==> src/rtl/mem_arb_pkg.sv <==
// Shared definitions for the two-port memory arbiter: FSM state encoding,
// port identifiers and a small helper used by the grant logic.
package mem_arb_pkg;

  // Access sequencer states, 2-bit encoding
  typedef enum logic [1:0] {
    IDLE   = 2'd0,
    ACCESS = 2'd1,
    WAIT   = 2'd2,
    DONE   = 2'd3
  } state_e;

  // Requesting port identifiers
  typedef enum logic {
    PORT_FETCH = 1'b0,
    PORT_DATA  = 1'b1
  } port_e;

  // Returns the port that is not p
  function automatic port_e other_port(input port_e p);
    return (p == PORT_DATA) ? PORT_FETCH : PORT_DATA;
  endfunction

endpackage

==> src/rtl/mem_arbiter_arb_pick.sv <==
// Combinational grant selection for the memory arbiter.
// A lone request is granted directly; on contention the port that was not
// granted last wins. The top feeds a constant last_grant when rotation is
// disabled, which turns this rule into fixed data-over-fetch priority.
module arb_pick
  import mem_arb_pkg::*;
(
  input  logic  f_req,
  input  logic  d_req,
  input  port_e last_grant,
  output port_e grant
);

  // Pick the port to grant from the current requests and the last winner
  always_comb begin
    grant = PORT_DATA;
    if (f_req && d_req) begin
      grant = other_port(last_grant);
    end else if (f_req) begin
      grant = PORT_FETCH;
    end
  end

endmodule

==> src/rtl/mem_arbiter.sv <==
// Two-port (fetch/data) arbiter in front of a single synchronous memory.
// Each access runs IDLE -> ACCESS -> WAIT -> DONE: the strobe is issued in
// ACCESS, read data arrives during WAIT and is captured at the WAIT->DONE
// edge, and the granted port's ack pulses in DONE.
// Optional feature: define ARB_RR_EN to alternate grants under contention
// (last_grant register, reset to DATA); otherwise data has fixed priority.
module mem_arbiter
  import mem_arb_pkg::*;
#(
  parameter int AW = 8,
  parameter int DW = 8
) (
  input  logic          clk,
  input  logic          arst_n,
  input  logic          f_req,
  input  logic [AW-1:0] f_addr,
  output logic [DW-1:0] f_rdata,
  output logic          f_ack,
  input  logic          d_req,
  input  logic          d_we,
  input  logic [AW-1:0] d_addr,
  input  logic [DW-1:0] d_wdata,
  output logic [DW-1:0] d_rdata,
  output logic          d_ack,
  output logic          mem_en,
  output logic          mem_we,
  output logic [AW-1:0] mem_addr,
  output logic [DW-1:0] mem_data_o,
  input  logic [DW-1:0] mem_data_i,
  output logic          busy
);

  state_e        state_q,      state_d;
  port_e         grant_q,      grant_d;
  logic          wr_q,         wr_d;
  logic          mem_en_q,     mem_en_d;
  logic          mem_we_q,     mem_we_d;
  logic [AW-1:0] mem_addr_q,   mem_addr_d;
  logic [DW-1:0] mem_data_o_q, mem_data_o_d;
  logic [DW-1:0] f_rdata_q,    f_rdata_d;
  logic [DW-1:0] d_rdata_q,    d_rdata_d;
  logic          f_ack_q,      f_ack_d;
  logic          d_ack_q,      d_ack_d;
  logic          busy_q,       busy_d;

  port_e         pick;
  port_e         pick_last;

`ifdef ARB_RR_EN
  port_e         last_grant_q, last_grant_d;
  assign pick_last = last_grant_q;
`else
  // A constant FETCH as "last winner" makes data win every contention
  assign pick_last = PORT_FETCH;
`endif

  arb_pick u_pick (
    .f_req      (f_req),
    .d_req      (d_req),
    .last_grant (pick_last),
    .grant      (pick)
  );

  // Next-state and next-output computation for the access sequencer
  always_comb begin
    state_d      = state_q;
    grant_d      = grant_q;
    wr_d         = wr_q;
    mem_en_d     = 1'b0;
    mem_we_d     = 1'b0;
    mem_addr_d   = mem_addr_q;
    mem_data_o_d = mem_data_o_q;
    f_rdata_d    = f_rdata_q;
    d_rdata_d    = d_rdata_q;
    f_ack_d      = 1'b0;
    d_ack_d      = 1'b0;
    busy_d       = busy_q;
`ifdef ARB_RR_EN
    last_grant_d = last_grant_q;
`endif
    unique case (state_q)
      IDLE: begin
        if (f_req || d_req) begin
          state_d  = ACCESS;
          grant_d  = pick;
          mem_en_d = 1'b1;
          busy_d   = 1'b1;
`ifdef ARB_RR_EN
          last_grant_d = pick;
`endif
          if (pick == PORT_DATA) begin
            mem_addr_d   = d_addr;
            mem_we_d     = d_we;
            wr_d         = d_we;
            mem_data_o_d = d_wdata;
          end else begin
            mem_addr_d   = f_addr;
            wr_d         = 1'b0;
          end
        end
      end
      ACCESS: begin
        state_d = WAIT;
      end
      WAIT: begin
        state_d = DONE;
        if (grant_q == PORT_DATA) begin
          d_ack_d = 1'b1;
          if (!wr_q) begin
            d_rdata_d = mem_data_i;
          end
        end else begin
          f_ack_d   = 1'b1;
          f_rdata_d = mem_data_i;
        end
      end
      DONE: begin
        state_d = IDLE;
        busy_d  = 1'b0;
      end
      default: begin
        state_d = IDLE;
        busy_d  = 1'b0;
      end
    endcase
  end

  // Register FSM state and all outputs; reset clears them immediately
  always_ff @(posedge clk or negedge arst_n) begin
    if (!arst_n) begin
      state_q      <= IDLE;
      grant_q      <= PORT_DATA;
      wr_q         <= 1'b0;
      mem_en_q     <= 1'b0;
      mem_we_q     <= 1'b0;
      mem_addr_q   <= '0;
      mem_data_o_q <= '0;
      f_rdata_q    <= '0;
      d_rdata_q    <= '0;
      f_ack_q      <= 1'b0;
      d_ack_q      <= 1'b0;
      busy_q       <= 1'b0;
`ifdef ARB_RR_EN
      last_grant_q <= PORT_DATA;
`endif
    end else begin
      state_q      <= state_d;
      grant_q      <= grant_d;
      wr_q         <= wr_d;
      mem_en_q     <= mem_en_d;
      mem_we_q     <= mem_we_d;
      mem_addr_q   <= mem_addr_d;
      mem_data_o_q <= mem_data_o_d;
      f_rdata_q    <= f_rdata_d;
      d_rdata_q    <= d_rdata_d;
      f_ack_q      <= f_ack_d;
      d_ack_q      <= d_ack_d;
      busy_q       <= busy_d;
`ifdef ARB_RR_EN
      last_grant_q <= last_grant_d;
`endif
    end
  end

  assign mem_en     = mem_en_q;
  assign mem_we     = mem_we_q;
  assign mem_addr   = mem_addr_q;
  assign mem_data_o = mem_data_o_q;
  assign f_rdata    = f_rdata_q;
  assign d_rdata    = d_rdata_q;
  assign f_ack      = f_ack_q;
  assign d_ack      = d_ack_q;
  assign busy       = busy_q;

endmodule

==> config.mk <==
export PLATFORM = sky130hd
export DESIGN_NAME = mem_arbiter
export DESIGN_NICKNAME = d
export VERILOG_FILES = /design/src/rtl/mem_arb_pkg.sv /design/src/rtl/mem_arbiter_arb_pick.sv /design/src/rtl/mem_arbiter.sv
export SDC_FILE = /design/constraint.sdc
export NUM_CORES = 1
export LEC_CHECK = 0
export BUFFER_PORTS_ARGS = -buffer_cell sky130_fd_sc_hd__buf_2
export CORE_ASPECT_RATIO = 1.75
export CORE_UTILIZATION = 47
export DETAILED_ROUTE_END_ITERATION = 8
export PLACE_DENSITY = 0.86
export SLEW_MARGIN = 20
export SYNTH_ARGS = -nofsm -noshare
export SYNTH_HDL_FRONTEND = slang
export SYNTH_SLANG_ARGS = --single-unit
export TNS_END_PERCENT = 20
==> constraint.sdc <==
create_clock -name clk -period 2.2 [get_ports clk]
set_clock_uncertainty 0.15 [all_clocks]
set_input_delay 0.44 -clock clk [delete_from_list [all_inputs] [get_ports clk]]
set_output_delay 0.44 -clock clk [all_outputs]
set_load 0.005 [all_outputs]
Word level (Yosys, flattened, before mapping) --
Cells that the tools add are included.
Cells by class: magnitude comparators 0, reduce and logical (&&, ||, !) cells 9, multiplexer cells 16, eq/ne operators 4, bitwise operators 2, multipliers 0, add/subtract/negate cells 0, shifts and indexed selects 0, div/mod/pow operators 0
Operators by type and width (number):
- 2-to-1 mux 1 bit | 12
- 2-to-1 mux 8 bit | 1
- one-hot mux 2 bit (4 select lines) | 1
- AND reduction 2 bit | 3
- AND reduction 3 bit | 2
- == test 2 bit, second input constant | 2
- == test 2 x 1 -> 1 bit, second input constant | 1
- zero test 2 bit | 1
- 2-to-1 mux 2 bit | 1
- != test 2 bit, second input constant | 1
- inverter 1 bit | 2
- one-hot mux 1 bit (2 select lines) | 1
- nonzero test 2 bit | 1
- logical AND 1 bit | 1
- logical OR 1 bit | 1
Word-level totals: input bits 37, flip-flop bits (word level) 41, bits in latches 0, memory bits (writable) 0, ROM bits 0, memories kept 0, logic and storage cells 43, output and inout bits 37

Logic depth before layout (Yosys ltp) --
depth after elaboration 5, gate-level depth with buffers 6, mapped depth without buffers 4

Hierarchy --
Synthesis repeated with hierarchy kept, for this count alone.
Second synthesis, totals: cell total of the unflattened synthesis 113, area, all modules 1761.7 um^2
By module, submodules not included:
- mem_arbiter | times used 1, area an instance 1749.2 um^2, cells an instance 111, seq. area each 1027.2 um^2
- arb_pick | times used 1, area an instance 12.5 um^2, cells an instance 2, seq. area each 0.0 um^2

Worst setup path before layout --
OpenSTA, ideal clock, no wires.
kind reg2reg, start point register state_q[0], end point register state_q[1], data required time 1.922 ns, buffers on the path 1, library setup time 0.128 ns, cell stages (with the launch flop) 6, clock period less this slack 1.576 ns, data arrival time 1.298 ns, setup slack 0.624 ns, path through dfrtp_1 > inv_1 > ha_1 > buf_4 > nor3b_2 > mux2_1
On the way: word-level cells in the longest chain between the ends 2, elaborated cells between the ends (all ways) 6, those cells by class 4 x eq/ne; 1 x mux; 1 x reduce/logical
RTL lines:
- start: declaration | line mem_arbiter.sv:33 | state_e state_q, state_d;
- start signal: assignment | line mem_arbiter.sv:147 | state_q <= state_d;
- == test 2 bit, or another cell as far along | line mem_arbiter.sv:81 | unique case (state_q)
- one-hot mux 2 bit (4 select lines) or != test 2 bit (tied branches)
Parallel ways exist; a longest one is shown, timed or not. A chain may end at the register's enable or synchronous reset.

Final worst setup path --
start point register state_q[0], end point register mem_data_o_q[3] (netlist: mem_data_o[3])
On the way: word-level cells in the longest chain between the ends 2
RTL lines:
- zero test 2 bit | line mem_arbiter.sv:81
- AND reduction 3 bit (no line)
- end signal: assignment | line mem_arbiter.sv:153 | mem_data_o_q <= mem_data_o_d;
- end: declaration | line mem_arbiter.sv:39 | logic [DW-1:0] mem_data_o_q, mem_data_o_d;
Every way passes these cells.

==> impl_metrics.toml <==
[power_and_ir_drop]
net-switching-power_mw = 0.919
comb_power_share_pct = 39.5
vdd_ir_drop_max_uv = 934
totalPowerFinal_mw = 2.98
power.internal_mw = 2.06
netSwitchingFraction_pct = 30.8
powerDensity_nw_per_um2 = 1330
seq_power_share_pct = 44.4
clkPwrFrac_pct = 16.1
power.static_leakage_nw = 1.08

[die]
floorplan.die.width_um = 48.3
rows = 29
initial_core_utilization_pct = 49.2
dieHeight_um = 83.1
floorplan.die_area_sq_um = 4020
coreArea_sq_um = 3590
pin_count = 74

[global_routing]
gr-total-overflow = 0
grt_pass1_vias = 1211
global_route_wire_length_before_repair_um = 5600
antenna_found_initial = 0
global_route_total_usage_across_every_layer_pct = 18.6
grt_start_max_net_pins = 20

[worst_hold_path]
startpoint_of_the_tightest_hold_check_path = "d_wdata[4]"
hold_path_depth = 2
min-delay-path-class = "in2reg"
hold_crit_endpoint = "mem_data_o[4]"

[cells_and_area]
layout.cells.most_common_list = "sky130_fd_sc_hd__buf_2 (73), sky130_fd_sc_hd__dfrtp_1 (40), sky130_fd_sc_hd__mux2_2 (18), sky130_fd_sc_hd__nand4bb_1 (9), sky130_fd_sc_hd__mux2_1 (7)"
antenna_cells_inserted = 0
syn2layout_area_growth_pct = 26.8
final_common_cell = "sky130_fd_sc_hd__buf_2"
final_cell_area_sq_um = 2240
layout.nets = 234
final_layout_size_suffix_gt1_share_pct = 55.2

[worst_setup_path]
reg2reg_setup_slack_ns = 0.50
timing.reg2reg.worst_path_depth = 4
critical_path_arrival_ns = 1.71
critPathMaxFanout = 12
worst_r2r_startpoint = "state_q[0]"
critical_path.startpoint_type = "flop"
critPathLaunch = "state_q[0]"
worst_setup_path_end_kind = "flop"
critPathRequiredTime_ns = 2.22
crit-reg2reg-capture = "mem_data_o[3]"
critical_path_class = "reg2reg"

[routing]
route.detailed.drc = 0
drtIter0Drc = 7
avgViaCountPerCell = 5.17
postRouteWirelength_um = 3380
detailroute.via_count = 1240
drt-pass1-iter-count = 4
detail-route-antenna-nets = 0
drt-wirelength-per-cell_um = 14.1

[synthesis]
yosys.area.top_type_share_pct = 56.7
cell_variety_after_synth = 28
synth_sequential_area_ratio_pct = 58.1
synth_nets = 157
yosys-top-cells-area = "sky130_fd_sc_hd__dfrtp_1 (57%), sky130_fd_sc_hd__mux2_2 (11%), sky130_fd_sc_hd__nand4bb_1 (5.7%)"
synthesis.instances = 117
ys_ff_latch = 41
avgSynthCellArea_sq_um = 15.1
synth-warning-count = 0
post-synth-top-area-cell = "sky130_fd_sc_hd__dfrtp_1"
mappedNetlistArea_sq_um = 1770

[timing]
final_min_period_over_clock_period_pct = 77.2
fmax_mhz = 589
measured_slew_at_the_worst_slew_check_pin_ns = 0.392
rsz0062_at_grt = "no"
setup_violations = 0
maxSlewViolCount = 0
period_minus_slack_ns = 1.70
timing.slew.headroom_pct = 73.8
final.setup.tns_ns = 0
timing_hold_violations_final = 0

[placement]
port_buffers = 73
placed_cell_area_sq_um = 2140
hpwl_um = 2600
routabilityCongestion = 0.759

[clock_network]
clock_insertion_delay_worst_skew_ns = 0.29
cts_made_buffers = 5
ctsResizeCount = 0
clk_transition_reported_paths_ns = 0.08
tritoncts_num_sinks = 41
cts_tree = "yes"
cts.root.buffer_cell = "sky130_fd_sc_hd__clkbuf_8"
clock_path_buffers = 2
cts-htree-levels = 2

[run]
cap_violations = 0

[outcome]
outcome = "finished, final reports clean"
==> area by class of cell <==
| type | instances | area, sq um |
|---|---|---|
| multi-input combinational | 64 | 648 |
| tap | 46 | 57.6 |
| timing repair buffer | 78 | 405 |
| sequential | 41 | 1030 |
| clock buffer | 7 | 86.3 |
| inverter | 4 | 15.0 |
| fill | 315 | 1350 |
==> synth_stat cells, drive strengths merged <==
cell and instances:
o311ai 1, nand2b 1, ha 3, nor3b 1, a22o 1, mux2 25
dfrtp 40, and3 1, o21a 1, nor2b 1, a31oi 1, dfstp 1
and2 1, nor2 2, nand3b 5, nand4bb 9, inv 4, buf 8
o21bai 1, o211a 4, nand2 2, o221a 4
==> layer usage <==
metal,GRT usage (%),vias up,routed length [um]
met4,8.82,0,44
met1,20.0,601,1310
met2,32.8,57,1790
met3,5.31,4,227
li1,-,578,-
met5,0,-,0
==> how the worst max path moves through the flow <==
| stage | slack, ns | to | cells after the start |
|---|---|---|---|
| final | 0.50 | mem_data_o[3] | 4 |
| after global routing | 0.38 | mem_data_o[3] | 4 |
| after CTS | 0.51 | mem_data_o[3] | 4 |
| after detailed placement | 0.53 | mem_data_o[3] | 4 |
| after global placement | 0.58 | mem_data_o[2] | 4 |
| after floorplan | 0.62 | state_q[1] | 5 |
==> per-stage QoR <==
stage               utilization (%)  setup slack (ns)  hold WS (ns)  std cells
global placement               59.7             0.578         0.239        232
CTS                            62.3             0.508         0.210        240
detailed placement             59.7             0.525         0.235        232
finish                         62.3             0.502         0.214        240
floorplan                         -             0.624      -0.00559        117
global route                   62.3             0.378         0.210        240
==> power by group through the flow <==
stage | logic, mW | clock network (mW) | registers (mW)
4_1_cts | 1.20 | 0.489 | 1.33
6_report | 1.18 | 0.480 | 1.33
5_1_grt | 1.29 | 0.527 | 1.37
3_3_place_gp | 1.15 | 0 | 1.32
2_1_floorplan | 0.714 | 0 | 1.36
3_5_place_dp | 1.20 | 0 | 1.34
==> kinds of logic after synthesis <==
| group | after synthesis | share of synthesized area, % |
|---|---|---|
| AND/OR/NAND/NOR | 23 | 11.2 |
| adder cells (fa/ha/maj) | 3 | 2.12 |
| multiplexers | 25 | 15.9 |
| buffers and inverters | 12 | 5.17 |
| AO/OA/AOI/OAI | 13 | 7.44 |
| flip-flops | 41 | 58.1 |
==> registers in the layout (all words and copies together), names as in the netlist <==
signal and count:
busy 1, d_ack 1, d_rdata 8, f_ack 1, f_rdata 8, grant_q 1
mem_addr 8, mem_data_o 8, mem_en 1, mem_we 1, state_q 2, wr_q 1
==> critical path: stages, from the launching register on <==
cell,delay (ns)
sky130_fd_sc_hd__dfrtp_1,0.39
sky130_fd_sc_hd__inv_1,0.09
sky130_fd_sc_hd__ha_1,0.32
sky130_fd_sc_hd__nand2_2,0.25
sky130_fd_sc_hd__mux2_1,0.38
==> timing repair <==
| item | CTS | global route |
|---|---|---|
| hold buffers | 1 | 0 |
| buffers inserted | 0 | 0 |
| endpoints found under the hold margin | 17 | 0 |
Power figures use the tool's default switching activity.
